### config.mk
export PLATFORM = sky130hd
export DESIGN_NAME = mmio_input_ctrl
export DESIGN_NICKNAME = d
export VERILOG_FILES = /design/src/rtl/mmio_input_ctrl.sv
export SDC_FILE = /design/constraint.sdc
export NUM_CORES = 1
export LEC_CHECK = 0
export CORE_MARGIN = 1.5
export CORE_UTILIZATION = 30
export DETAILED_ROUTE_END_ITERATION = 12
export PLACE_DENSITY_LB_ADDON = 0.3
export SYNTH_ARGS = -nofsm -noshare
export SYNTH_HDL_FRONTEND = slang
export SYNTH_SLANG_ARGS = --single-unit
### constraint.sdc
create_clock -name clk -period 5.5 [get_ports clk]
set_input_delay 0.825 -clock clk [delete_from_list [all_inputs] [get_ports clk]]
set_output_delay 0.825 -clock clk [all_outputs]
set_load 0.02 [all_outputs]
### src/rtl/mmio_input_ctrl.sv
// Memory-mapped input peripheral: synchronises, debounces and edge-detects IR and switch inputs,
// latches rising edges as sticky W1C events, raises a maskable irq and overlays the read path.
module mmio_input_ctrl #(
  parameter int SW_W      = 5,
  parameter int DEB_CYC   = 16,
  parameter int ADDR_W    = 5,
  parameter int ADDR_MASK = 28,
  parameter int ADDR_IR   = 29,
  parameter int ADDR_SW   = 30,
  parameter int ADDR_EVT  = 31
) (
  input  logic              clk,
  input  logic              reset,
  input  logic [31:0]       ReadData,
  input  logic [SW_W-1:0]   sw,
  input  logic              IR,
  input  logic [ADDR_W-1:0] dir,
  input  logic              MemWrite,
  input  logic [31:0]       WriteData,
  output logic [31:0]       ReadDataOut,
  output logic              irq
);

  localparam int NCH = SW_W + 1;
  localparam int CW  = $clog2(DEB_CYC) + 1;

  localparam logic [CW-1:0]     CNT_MAX = CW'(DEB_CYC - 1);
  localparam logic [ADDR_W-1:0] A_MASK  = ADDR_W'(ADDR_MASK);
  localparam logic [ADDR_W-1:0] A_IR    = ADDR_W'(ADDR_IR);
  localparam logic [ADDR_W-1:0] A_SW    = ADDR_W'(ADDR_SW);
  localparam logic [ADDR_W-1:0] A_EVT   = ADDR_W'(ADDR_EVT);

  logic [NCH-1:0] raw;
  logic [NCH-1:0] sync_p0;
  logic [NCH-1:0] sync_p1;
  logic [NCH-1:0] stable;
  logic [NCH-1:0] stable_nxt;
  logic [NCH-1:0] stable_d;
  logic [NCH-1:0] rise;
  logic [NCH-1:0] evt;
  logic [NCH-1:0] evt_nxt;
  logic [NCH-1:0] clr;
  logic [NCH-1:0] mask;
  logic [CW-1:0]  cnt     [NCH];
  logic [CW-1:0]  cnt_nxt [NCH];

  logic wr_evt;
  logic wr_mask;
  logic wdata_unused;

  assign raw          = {sw, IR};
  assign wr_evt       = MemWrite && (dir == A_EVT);
  assign wr_mask      = MemWrite && (dir == A_MASK);
  assign wdata_unused = ^(WriteData >> NCH);

  // Stage p0/p1: two-flop synchroniser; sync_p1 is the clean per-channel sample
  always_ff @(posedge clk or posedge reset) begin
    if (reset) begin
      sync_p0 <= '0;
      sync_p1 <= '0;
    end else begin
      sync_p0 <= raw;
      sync_p1 <= sync_p0;
    end
  end

  // Debounce: any cycle of agreement with the stable value restarts the count
  always_comb begin
    stable_nxt = stable;
    for (int i = 0; i < NCH; i++) begin
      cnt_nxt[i] = '0;
      if (sync_p1[i] != stable[i]) begin
        if (cnt[i] == CNT_MAX) stable_nxt[i] = sync_p1[i];
        else                   cnt_nxt[i]    = cnt[i] + 1'b1;
      end
    end
  end

  always_ff @(posedge clk or posedge reset) begin
    if (reset) begin
      stable <= '0;
      for (int i = 0; i < NCH; i++) cnt[i] <= '0;
    end else begin
      stable <= stable_nxt;
      for (int i = 0; i < NCH; i++) cnt[i] <= cnt_nxt[i];
    end
  end

  // Stage: edge detect against the previous stable value; falling edges are ignored
  assign rise = stable & ~stable_d;
  assign clr  = wr_evt ? WriteData[NCH-1:0] : '0;

  // A rise arriving in the same cycle as its clear must not be lost
  assign evt_nxt = (evt & ~clr) | rise;

  always_ff @(posedge clk or posedge reset) begin
    if (reset) begin
      stable_d <= '0;
      evt      <= '0;
      mask     <= '0;
      irq      <= 1'b0;
    end else begin
      stable_d <= stable;
      evt      <= evt_nxt;
      if (wr_mask) mask <= WriteData[NCH-1:0];
      irq      <= |(evt & mask);
    end
  end

  // Read overlay: peripheral registers replace memory data at their addresses
  always_comb begin
    ReadDataOut = ReadData;
    if (dir == A_IR)        ReadDataOut = 32'(stable[0]);
    else if (dir == A_SW)   ReadDataOut = 32'(stable[NCH-1:1]);
    else if (dir == A_EVT)  ReadDataOut = 32'(evt);
    else if (dir == A_MASK) ReadDataOut = 32'(mask);
  end

endmodule

# Word level (Yosys, flattened, before mapping)
# Index checks and enable logic that the tools add are counted.
totals:
  register_bits: 67
  input_bits: 78
  elab_cells: 72
op_classes:
  add_sub_neg: 6
  eq_ne: 16
  n_mux: 17
  bitwise_logic: 6
  reduce_logical: 9
op_table:
  columns: ["op", "count"]
  rows:
  - ["$mux W32", 4]
  - ["$mux W5", 12]
  - ["$add A5 B1 Y5 const B", 6]
  - ["$eq A5 B4 Y1 const B", 6]
  - ["$eq A5 B5 Y1 const B", 4]
  - ["$and A6 B6 Y6", 3]
  - ["$not A6 Y6", 2]
  - ["$reduce_and A2 Y1", 6]
  - ["$mux W6", 1]
  - ["$ne A1 B1 Y1", 6]
  - ["$or A6 B6 Y6", 1]
  - ["$reduce_or A6 Y1", 1]
  - ["$logic_and A1 B1 Y1", 2]

# Depth between registers and ports, before layout
# Gate-level depths: netlist (run 1).
depth:
  word_depth: 6
  depth_mapped: 4
  depth_no_buf: 4

# Worst setup path before layout (run 1)
# No wires, ideal clock.
synth_timing:
  kind: "input to output"
  startpoint: "input port dir[1]"
  endpoint: "output port ReadDataOut[2]"
  arrival_ps: 1872
  path_slack_ps: 2803
  path_stages: 4
  n_path_buf: 1
  path_cell_list: "clkbuf_1 -> nand2_1 -> o2bb2ai_1 -> a221oi_1"
synth_via:
  elab_chain_cells: 5
  word_cells_on_any_way: 8
  cone_classes: "eq/ne: 4; mux: 4"
synth_lines:
  columns: ["element", "line", "source"]
  rows:
  - ["from (decl)", "17", "input logic [ADDR_W-1:0] dir,"]
  - ["$eq A5 B5 Y1", "116", "else if (dir == A_MASK) ReadDataOut = 32'(mask);"]
  - ["$mux W32", "116", null]
  - ["$mux W32", "115", "else if (dir == A_EVT) ReadDataOut = 32'(evt);"]
  - ["$mux W32", "114", "else if (dir == A_SW) ReadDataOut = 32'(stable[NCH-1:1]);"]
  - ["$mux W32 *", "113", "if (dir == A_IR) ReadDataOut = 32'(stable[0]);"]
  - ["to (decl)", "20", "output logic [31:0] ReadDataOut,"]
# Mark *: on every way between the ends. The rest lies on a longest branch, timed or not.

# Worst setup path in the final report (run 1)
layout_timing:
  startpoint: "input port dir[0]"
  endpoint: "output port ReadDataOut[2]"
# The elaborated chain is that of the path after synthesis.

==> metrics, run 1 <==
status=completed; Critical Path Start Type=primary input; Fillers=891; Clock Tree Root=clkbuf_8; hold buffers post-CTS=0; vias per cell=4.47; fin nets=432; multi-input logic area=0.00116 mm2; drt drc=0; Rel. slew slack=0.450; Reg area=0.00168 mm2; maxcap violations=0; Initial Util=0.313; Leak=1.87 nW; crit path DAT=3.04 ns; Overflow after GRT=0; CTS tree=done; H-tree depth=3; Worst-Skew Late Latency=0.34 ns; DRT Pass-1 Iters=4; Syn-to-layout area delta=39.6%; pin slew with the least headroom to its limit=0.826 ns; FF+latch count, synth=67; Wirelength per Cell=12.3 um; Core Rows=35; Detailed Route WL=5.94 mm; RSZ-0062 raised after global routing=false; initial antenna violation count=0; DP Wirelength=4.43 mm; CTS Sinks=67; flop2flop setup slack=4.25 ns; Mapped Nets=343; Total Die Area=0.0103 mm2; IO Port Bufs=84; Synth cell types=25; post-CTS setup buffer count=0; CTS max path bufs=2; vias in the first global route=2076; Initial DRC Count=65; final setup vio count=0; vias=2156; Core Area=0.00933 mm2; fin crit share=0.703; largest net degree at the start of global routing=68; die width=102 um; Max Fclk=259 MHz; all-layer global routing usage=0.118; first-pass GRT wire length=9.45 mm; Peak VDD IR=106 uV; CP Class=primary input to output port; TritonCTS buffer count=9; yosys warns=0; Design Power=1.10 mW; register area share after synthesis=0.575; share of layout cells above drive strength 1=0.0935; min cycle time layout=3.87 ns; critical path peak fanout=16; Max Slew Vio Count=0; post-route ant nets=0; worst min path class=flip-flop to flip-flop; cell area power density=271 mW/mm2; mapped cell area=0.00292 mm2; CP required=4.68 ns; clock transition at the registers of the reported paths=0.07 ns; setup TNS=0 ns; Final GP Congestion=0.734; # IOs=111; Mapped Avg Cell Area=11.3 um2; Gate Count Post-Synth=259; critical path endpoint category=output port; CTS resizes=0; Die Ht=102 um; Hold Fails Final Rpt=0; Antenna diodes=0; Final Skew=0.0112 ns
## cells by family (layout without fill, tap and decap cells)
| kind of cell | count (synthesis) | after routing | share of synthesized area |
|---|---|---|---|
| AOI/OAI and AO/OA | 35 | 35 | 0.0751 |
| xor gates and xnor gates | 18 | 18 | 0.0541 |
| adders and majority gates | 6 | 6 | 0.0257 |
| buffers and inverters | 20 | 114 | 0.0283 |
| DFF | 67 | 67 | 0.575 |
| muxes | 13 | 13 | 0.0618 |
| and+or+nand+nor | 100 | 100 | 0.180 |
## power breakdown
group	total [mW]	switching [mW]	internal, mW
registers	0.552	0.0245	0.527
logic	0.190	0.0835	0.107
clock network	0.360	0.194	0.165
## cell usage after synthesis (all sizes together)
cell	instances	share of area
ha	6	0.026
nand4b	1	0.0030
nand4	1	0.0043
o22ai	4	0.0086
and3	8	0.018
nand3	20	0.034
a31oi	1	0.0021
a22oi	3	0.0077
clkbuf	6	0.0077
inv	13	0.017
and2	34	0.073
nand2	8	0.010
dfrtp	67	0.57
xor2	18	0.054
o21ai	19	0.033
a221oi	4	0.012
mux4	1	0.0077
or3	1	0.0021
nand2b	1	0.0021
buf	1	0.0039
mux2	12	0.054
o2bb2ai	4	0.012
nor2	26	0.033
## layout by cell type, fill, tap and decap left out, types with 2 or more instances in the layout
cell type	Yosys	layout
o22ai_1	4	4
nand2_1	8	8
inv_1	13	12
mux2_2	6	6
clkbuf_8	0	9
nor2_1	26	26
clkinvlp_4	0	3
ha_1	6	6
o2bb2ai_1	4	4
dfrtp_1	67	67
a221oi_1	4	4
xor2_1	18	18
o21ai_0	19	19
and2_1	34	34
a22oi_1	3	3
and3_1	7	7
clkdlybuf4s50_1	0	84
nand3_1	20	20
clkinv_4	0	2
mux2_4	6	6
## sequential cells by signal, summed over array words and instances (netlist names)
register and count:
cnt 30, evt 6, sync_p1 6, sync_p0 6, irq 1, mask 6
stable_d 6, stable 6
## path summary, 6_finish.rpt
check                                  to  depth (start not counted)  startpoint
setup reg to reg                stable[4]                          4      cnt[5]
hold reg to reg                sync_p1[5]                          0  sync_p0[5]
hold / removal                 sync_p1[5]                          0  sync_p0[5]
min in group asynchronous      sync_p0[0]                          3       reset
setup / recovery           ReadDataOut[2]                          5      dir[0]
max in group asynchronous      sync_p0[2]                          3       reset
## critical path, stage by stage
cell and delay, ns:
clkdlybuf4s50_1 0.82, nand4b_1 0.27, o22ai_1 0.12, a221oi_1 0.35
clkdlybuf4s50_1 0.66
## per-layer routing
metal  global-route usage  wire length (um)  vias up
met3               0.0352               612       11
li1                     -                 -     1054
met5                    0                 0        -
met2                0.199              2620       90
met4               0.0513               105        0
met1                0.139              2600     1001
## final cells by class
| class | count | share of cell area |
|---|---|---|
| Sequential cell | 67 | 0.412 |
| Multi-Input combinational cell | 172 | 0.284 |
| Timing Repair Buffer | 85 | 0.208 |
| Tap cell | 129 | 0.0397 |
| Clock buffer | 9 | 0.0304 |
| Clock inverter | 7 | 0.0132 |
| Inverter | 13 | 0.0120 |
## stage by stage
stage           util  instances  worst slack [ns]  instance area (um2)  hold WS (ns)
2_1_floorplan      -        259              2.80                 2920         0.331
3_5_place_dp   0.417        466              1.65                 3890         0.336
5_1_grt        0.436        482              1.51                 4070         0.366
6_report       0.436        482              1.63                 4070         0.351
4_1_cts        0.436        482              1.64                 4070         0.354
3_3_place_gp   0.417        466              1.70                 3890         0.334
Power figures use the tool's default switching activity.
==> run 2, diff against run 1 <==
clock period = 3.85 ns   (was 5.5 ns; I/O delays follow)
==> run 2 against run 1 <==
Count of clock-buffer cells in the layout grew 3. Hold slack got worse by 0.0019 ns. Utilization increased by 0.54 points. Die area unchanged.
==> metrics, run 2 (synthesis results as in run 1) <==
post-route ant nets=0 (unchanged); TritonCTS buffer count=9 (unchanged); H-tree depth=3 (unchanged); Initial DRC Count=98 (+51%); Rel. slew slack=0.573 (+0.123); post-CTS setup buffer count=0 (unchanged); cell area power density=405 mW/mm2 (+50%); commonest non-fill, non-tap cell in the layout=clkdlybuf4s50_1; CTS max path bufs=2 (unchanged); Detailed Route WL=6.13 mm (+3.3%); Total Die Area=0.0103 mm2 (unchanged); DRT Pass-1 Iters=4 (unchanged); CTS resizes=0 (unchanged); CTS tree=done; all-layer global routing usage=0.124 (+0.00550); Critical Path Start Type=primary input; M1 GR Usage=0.143 (+0.00364); min cycle time layout=3.20 ns; critical path endpoint category=output port; Clock Tree Root=clkbuf_8; Worst-Skew Late Latency=0.33 ns (about the same); Leak=1.90 nW (+1.9%); Fillers=889 (-0.22%); critical path peak fanout=15 (-1); final setup vio count=0 (unchanged); fin nets=434 (+0.46%); Wirelength per Cell=12.7 um (+2.9%); CP required=3.27 ns (-1.41 ns); worst min path class=flip-flop to flip-flop; Largest Register=cnt; status=completed; maxcap violations=0 (unchanged); drt drc=0 (unchanged); CP peak stage delay=0.80 ns (-0.02 ns); CP Cell Sequence=clkdlybuf4s50_1 -> mux4_2 -> nand2_1 -> nand2_1 -> clkdlybuf4s50_1; Core Area=0.00933 mm2 (unchanged); Max Fclk=312 MHz; Slowest-stage cell, CP=clkdlybuf4s50_1; clock transition at the registers of the reported paths=0.06 ns (about the same); crit path DAT=2.62 ns (-0.42 ns); IO Port Bufs=84 (unchanged); DP Wirelength=4.67 mm (+5.2%); Final GP Congestion=0.747 (+1.8%); Die Ht=102 um (unchanged); fin crit share=0.831; Most Crowded Layer GR=met2; # IOs=111 (unchanged); vias in the first global route=2176 (+4.8%); Overflow after GRT=0 (unchanged); pin slew with the least headroom to its limit=0.640 ns (-0.186 ns); initial antenna violation count=0 (unchanged); Max Slew Vio Count=0 (unchanged); vias per cell=4.49 (+0.33%); Core Rows=35 (unchanged); max reg flops=30 (unchanged); first-pass GRT wire length=9.78 mm (+3.6%); Initial Util=0.313 (unchanged); Core Util, Final=0.442 (+0.00537); GRT met3 Usage=0.0421 (+0.00690); Final Skew=0.00824 ns (-0.00299 ns); grt met2 use=0.206 (+0.00667); CTS Sinks=67 (unchanged); most frequent cells in the layout=clkdlybuf4s50_1, dfrtp_1, and2_1; hold buffers post-CTS=0 (unchanged); CP Class=primary input to output port; vias=2172 (+0.74%); setup TNS=0 ns (unchanged); Hold Fails Final Rpt=0 (unchanged); die width=102 um (unchanged); share of layout cells above drive strength 1=0.0986 (+0.00511); RSZ-0062 raised after global routing=false; largest net degree at the start of global routing=38 (-44%); Syn-to-layout area delta=41.3%; Peak VDD IR=193 uV (+82%); Antenna diodes=0 (unchanged)
## run 2: cell count changes in the layout (fill, tap and decap cells not counted)
cell,change
clkbuf_8,+3
inv_6,-1
clkinv_4,-2
clkinvlp_4,-2
bufinv_16,+1
buf_4,+2
clkinv_2,+1
## run 2: critical path: cells and delay by family
kind          cells  cell delay, ns
buf+inv           2            1.34
mux               1            0.57
simple gates      2            0.14
## run 2: metrics by stage
stage	worst slack, ns	std cells	hold slack, ns	instance area, um2	power, mW
3_5_place_dp	0.627	468	0.338	3910	1.08
6_report	0.649	484	0.349	4120	1.67
3_3_place_gp	0.642	468	0.334	3910	1.08
5_1_grt	0.473	484	0.357	4120	1.76
2_1_floorplan	1.59	259	0.331	2920	0.938
4_1_cts	0.624	484	0.353	4120	1.69
## run 2: area by class of cell
type	instances	area, um2	area share
clock inverter	4	47.5	0.0115
sequential	67	1680	0.407
inverter	13	48.8	0.0118
tap	129	161	0.0392
multi-input combinational	172	1160	0.281
clock buffer	12	165	0.0401
timing repair buffer	87	863	0.210
## run 2: path summary, 6_finish.rpt
path / cells after the start / start / end / slack [ns]
max reg2reg: 4 / cnt[5] / stable[4] / 2.58
max in group asynchronous: 3 / reset / cnt[29] / 2.30
max: 5 / dir[1] / ReadDataOut[0] / 0.65
min reg2reg: 0 / sync_p0[0] / sync_p1[0] / 0.35
min: 0 / sync_p0[0] / sync_p1[0] / 0.35
min in group asynchronous: 2 / reset / sync_p0[4] / 0.65
## run 2: power breakdown
| group | internal, mW | total [mW] | switching (mW) |
|---|---|---|---|
| Clock | 0.350 | 0.605 | 0.255 |
| Sequential | 0.754 | 0.790 | 0.0359 |
| Combinational | 0.154 | 0.273 | 0.119 |
| Total | 1.26 | 1.67 | 0.410 |
## run 2: metal layers
metal,up-vias,routed length [um],share of wire
li1,1057,-,-
met1,1015,2660,0.43
met2,92,2790,0.46
met3,8,627,0.10
met4,0,55,0.0090
met5,-,0,0
==> run 3, diff against run 2 <==
clock period = 2.7 ns   (was 3.85 ns; I/O delays follow)
==> run 3 against run 2 <==
Combinational power rose by 44%. Sequential cell count unchanged. Clock skew grew 0.0026 ns. Critical path depth increased by 1. Utilization is 0.66 points higher. Hold slack better by 0.0013 ns. Total power up 49%. Count of clock-buffer cells in the layout is 2 lower. Routed wire length rose by 1.2%. Critical path type unchanged. Critical endpoint is now ReadDataOut[5].
==> metrics, run 3 (synthesis results as in run 1) <==
clock transition at the registers of the reported paths=0.07 ns (about the same); largest net degree at the start of global routing=68 (+79%); Total Die Area=0.0103 mm2 (unchanged); fin crit share=0.956; Overflow after GRT=0 (unchanged); drt drc=0 (unchanged); Max Slew Vio Count=0 (unchanged); Peak VDD IR=270 uV (+40%); Worst-Skew Late Latency=0.34 ns (about the same); Final GP Congestion=0.808 (+8.1%); post-route ant nets=0 (unchanged); Core Util, Final=0.448 (+0.00657); Leak=1.95 nW (+2.5%); vias in the first global route=2168 (-0.37%); Initial DRC Count=152 (+55%); CP required=2.30 ns (-0.97 ns); Core Area=0.00933 mm2 (unchanged); crit path DAT=2.18 ns (-0.44 ns); RSZ-0062 raised after global routing=false; combinational share of power=0.159 (-0.005); Initial Util=0.313 (unchanged); DP Area=0.00395 mm2 (+1.1%); share of layout cells above drive strength 1=0.109 (+0.0100); vias per cell=4.45 (-0.82%); final setup vio count=0 (unchanged); H-tree depth=3 (unchanged); Clock Tree Root=clkbuf_8; Design Area, Final=0.00418 mm2 (+1.5%); TritonCTS buffer count=9 (unchanged); r2r startpoint=cnt[5]; placed cells=472 (+0.85%); Critical path buffers and inverters=3 (+1); initial antenna violation count=0 (unchanged); fin nets=438 (+0.92%); Flop pwr share=0.454 (-0.020); Final Skew=0.0109 ns (+0.00265 ns); DRT Pass-1 Iters=4 (unchanged); Worst Min Path Start=sync_p0[3]; cell area power density=593 mW/mm2 (+47%); CP peak stage delay=0.63 ns (-0.17 ns); Syn-to-layout area delta=43.4%; Slowest-stage cell, CP=clkdlybuf4s50_1; min cycle time layout=2.58 ns; first-pass GRT wire length=9.94 mm (+1.6%); Critical path origin=dir[0]; # IOs=111 (unchanged); Pint=1.85 mW (+47%); flop2flop setup slack=1.39 ns (-1.19 ns); fin cells=488 (+0.83%); Core Rows=35 (unchanged); Die Ht=102 um (unchanged); NetSw=0.628 mW (+53%); pre-CTS worst setup slack=-0.0135 ns (-0.640 ns); max reg flops=30 (unchanged); Clock Power Share=0.388 (+0.025); CTS Sinks=67 (unchanged); Hold Fails Final Rpt=0 (unchanged); Design Power=2.48 mW (+49%); Critical Path Start Type=primary input; most frequent cells in the layout=clkdlybuf4s50_1, dfrtp_1, and2_1; Antenna diodes=0 (unchanged); Rel. slew slack=0.751 (+0.178); CP dominant cell by count=clkdlybuf4s50_1; status=completed; CTS max path bufs=2 (unchanged); Switching Share=0.253 (+0.00720); CP Cell Sequence=clkdlybuf4s50_1 -> buf_4 -> and3_1 -> a31oi_1 -> o21ai_0 -> clkdlybuf4s50_1; DP Wirelength=4.76 mm (+2.1%); critical path peak fanout=9 (-6); worst min path class=flip-flop to flip-flop; die width=102 um (unchanged); maxcap violations=0 (unchanged); IO Port Bufs=84 (unchanged); critical path endpoint category=output port; Max Fclk=387 MHz; fin worst setup slack=0.118 ns (-0.531 ns); Largest Register=cnt; all-layer global routing usage=0.127 (+0.00372); vias=2172 (unchanged); cell family with most CP delay=buffers and inverters; pin slew with the least headroom to its limit=0.374 ns (-0.266 ns); Wirelength per Cell=12.7 um (+0.41%); CTS tree=done; CP Class=primary input to output port; commonest non-fill, non-tap cell in the layout=clkdlybuf4s50_1; Fillers=880 (-1.0%); Detailed Route WL=6.21 mm (+1.2%)
-- run 3: what timing repair did --
item,4_1_cts,5_1_grt
endpoints found under the hold margin,0,0
buffers inserted,0,0
hold buffers,0,0
setup endpoints to repair,3,1
gates resized for setup,3,1
gates cloned,0,0
-- run 3: layout make-up --
| type | count | area (um2) | share of cell area |
|---|---|---|---|
| Sequential cell | 67 | 1680 | 0.401 |
| Timing Repair Buffer | 91 | 905 | 0.216 |
| Inverter | 13 | 48.8 | 0.0117 |
| Tap cell | 129 | 161 | 0.0386 |
| Clock inverter | 6 | 95.1 | 0.0227 |
| Multi-Input combinational cell | 172 | 1160 | 0.277 |
| Clock buffer | 10 | 138 | 0.0329 |
-- run 3: per-layer routing --
| layer | vias to the layer above | routed length (um) | global-route usage |
|---|---|---|---|
| li1 | 1067 | - | - |
| met1 | 1009 | 2620 | 0.139 |
| met2 | 89 | 2900 | 0.216 |
| met3 | 7 | 615 | 0.0531 |
| met4 | 0 | 73 | 0.0577 |
| met5 | - | 0 | 0 |
-- run 3: worst paths after layout --
check,endpoint,cells past startpoint
worst max-delay path,ReadDataOut[5],6
worst min-delay path,sync_p1[3],0
worst max register to register,stable[4],4
worst min register to register,sync_p1[3],0
max in group asynchronous,cnt[3],3
min in group asynchronous,sync_p0[0],3
-- run 3: worst register-to-register path: cells and delay by family (launching register included) --
family	cells	cell delay, ns
adder cells (fa/ha/maj)	1	0.19
flip-flops	1	0.38
AND/OR/NAND/NOR	2	0.27
multiplexers	1	0.35
-- run 3: through the flow --
stage | hold WS, ns | TNS, ns
final | 0.351 | 0
after global routing | 0.357 | 0
after CTS | 0.352 | 0
after detailed placement | 0.335 | -0.0164
after global placement | 0.334 | 0
after floorplan | 0.331 | 0
-- run 3: power by group through the flow --
stage	Combinational (mW)	Sequential, mW	Clock [mW]
after floorplan	0.201	1.14	0
after global placement	0.397	1.14	0
after detailed placement	0.404	1.15	0
after CTS	0.402	1.13	0.993
after global routing	0.434	1.14	1.04
final	0.394	1.13	0.962
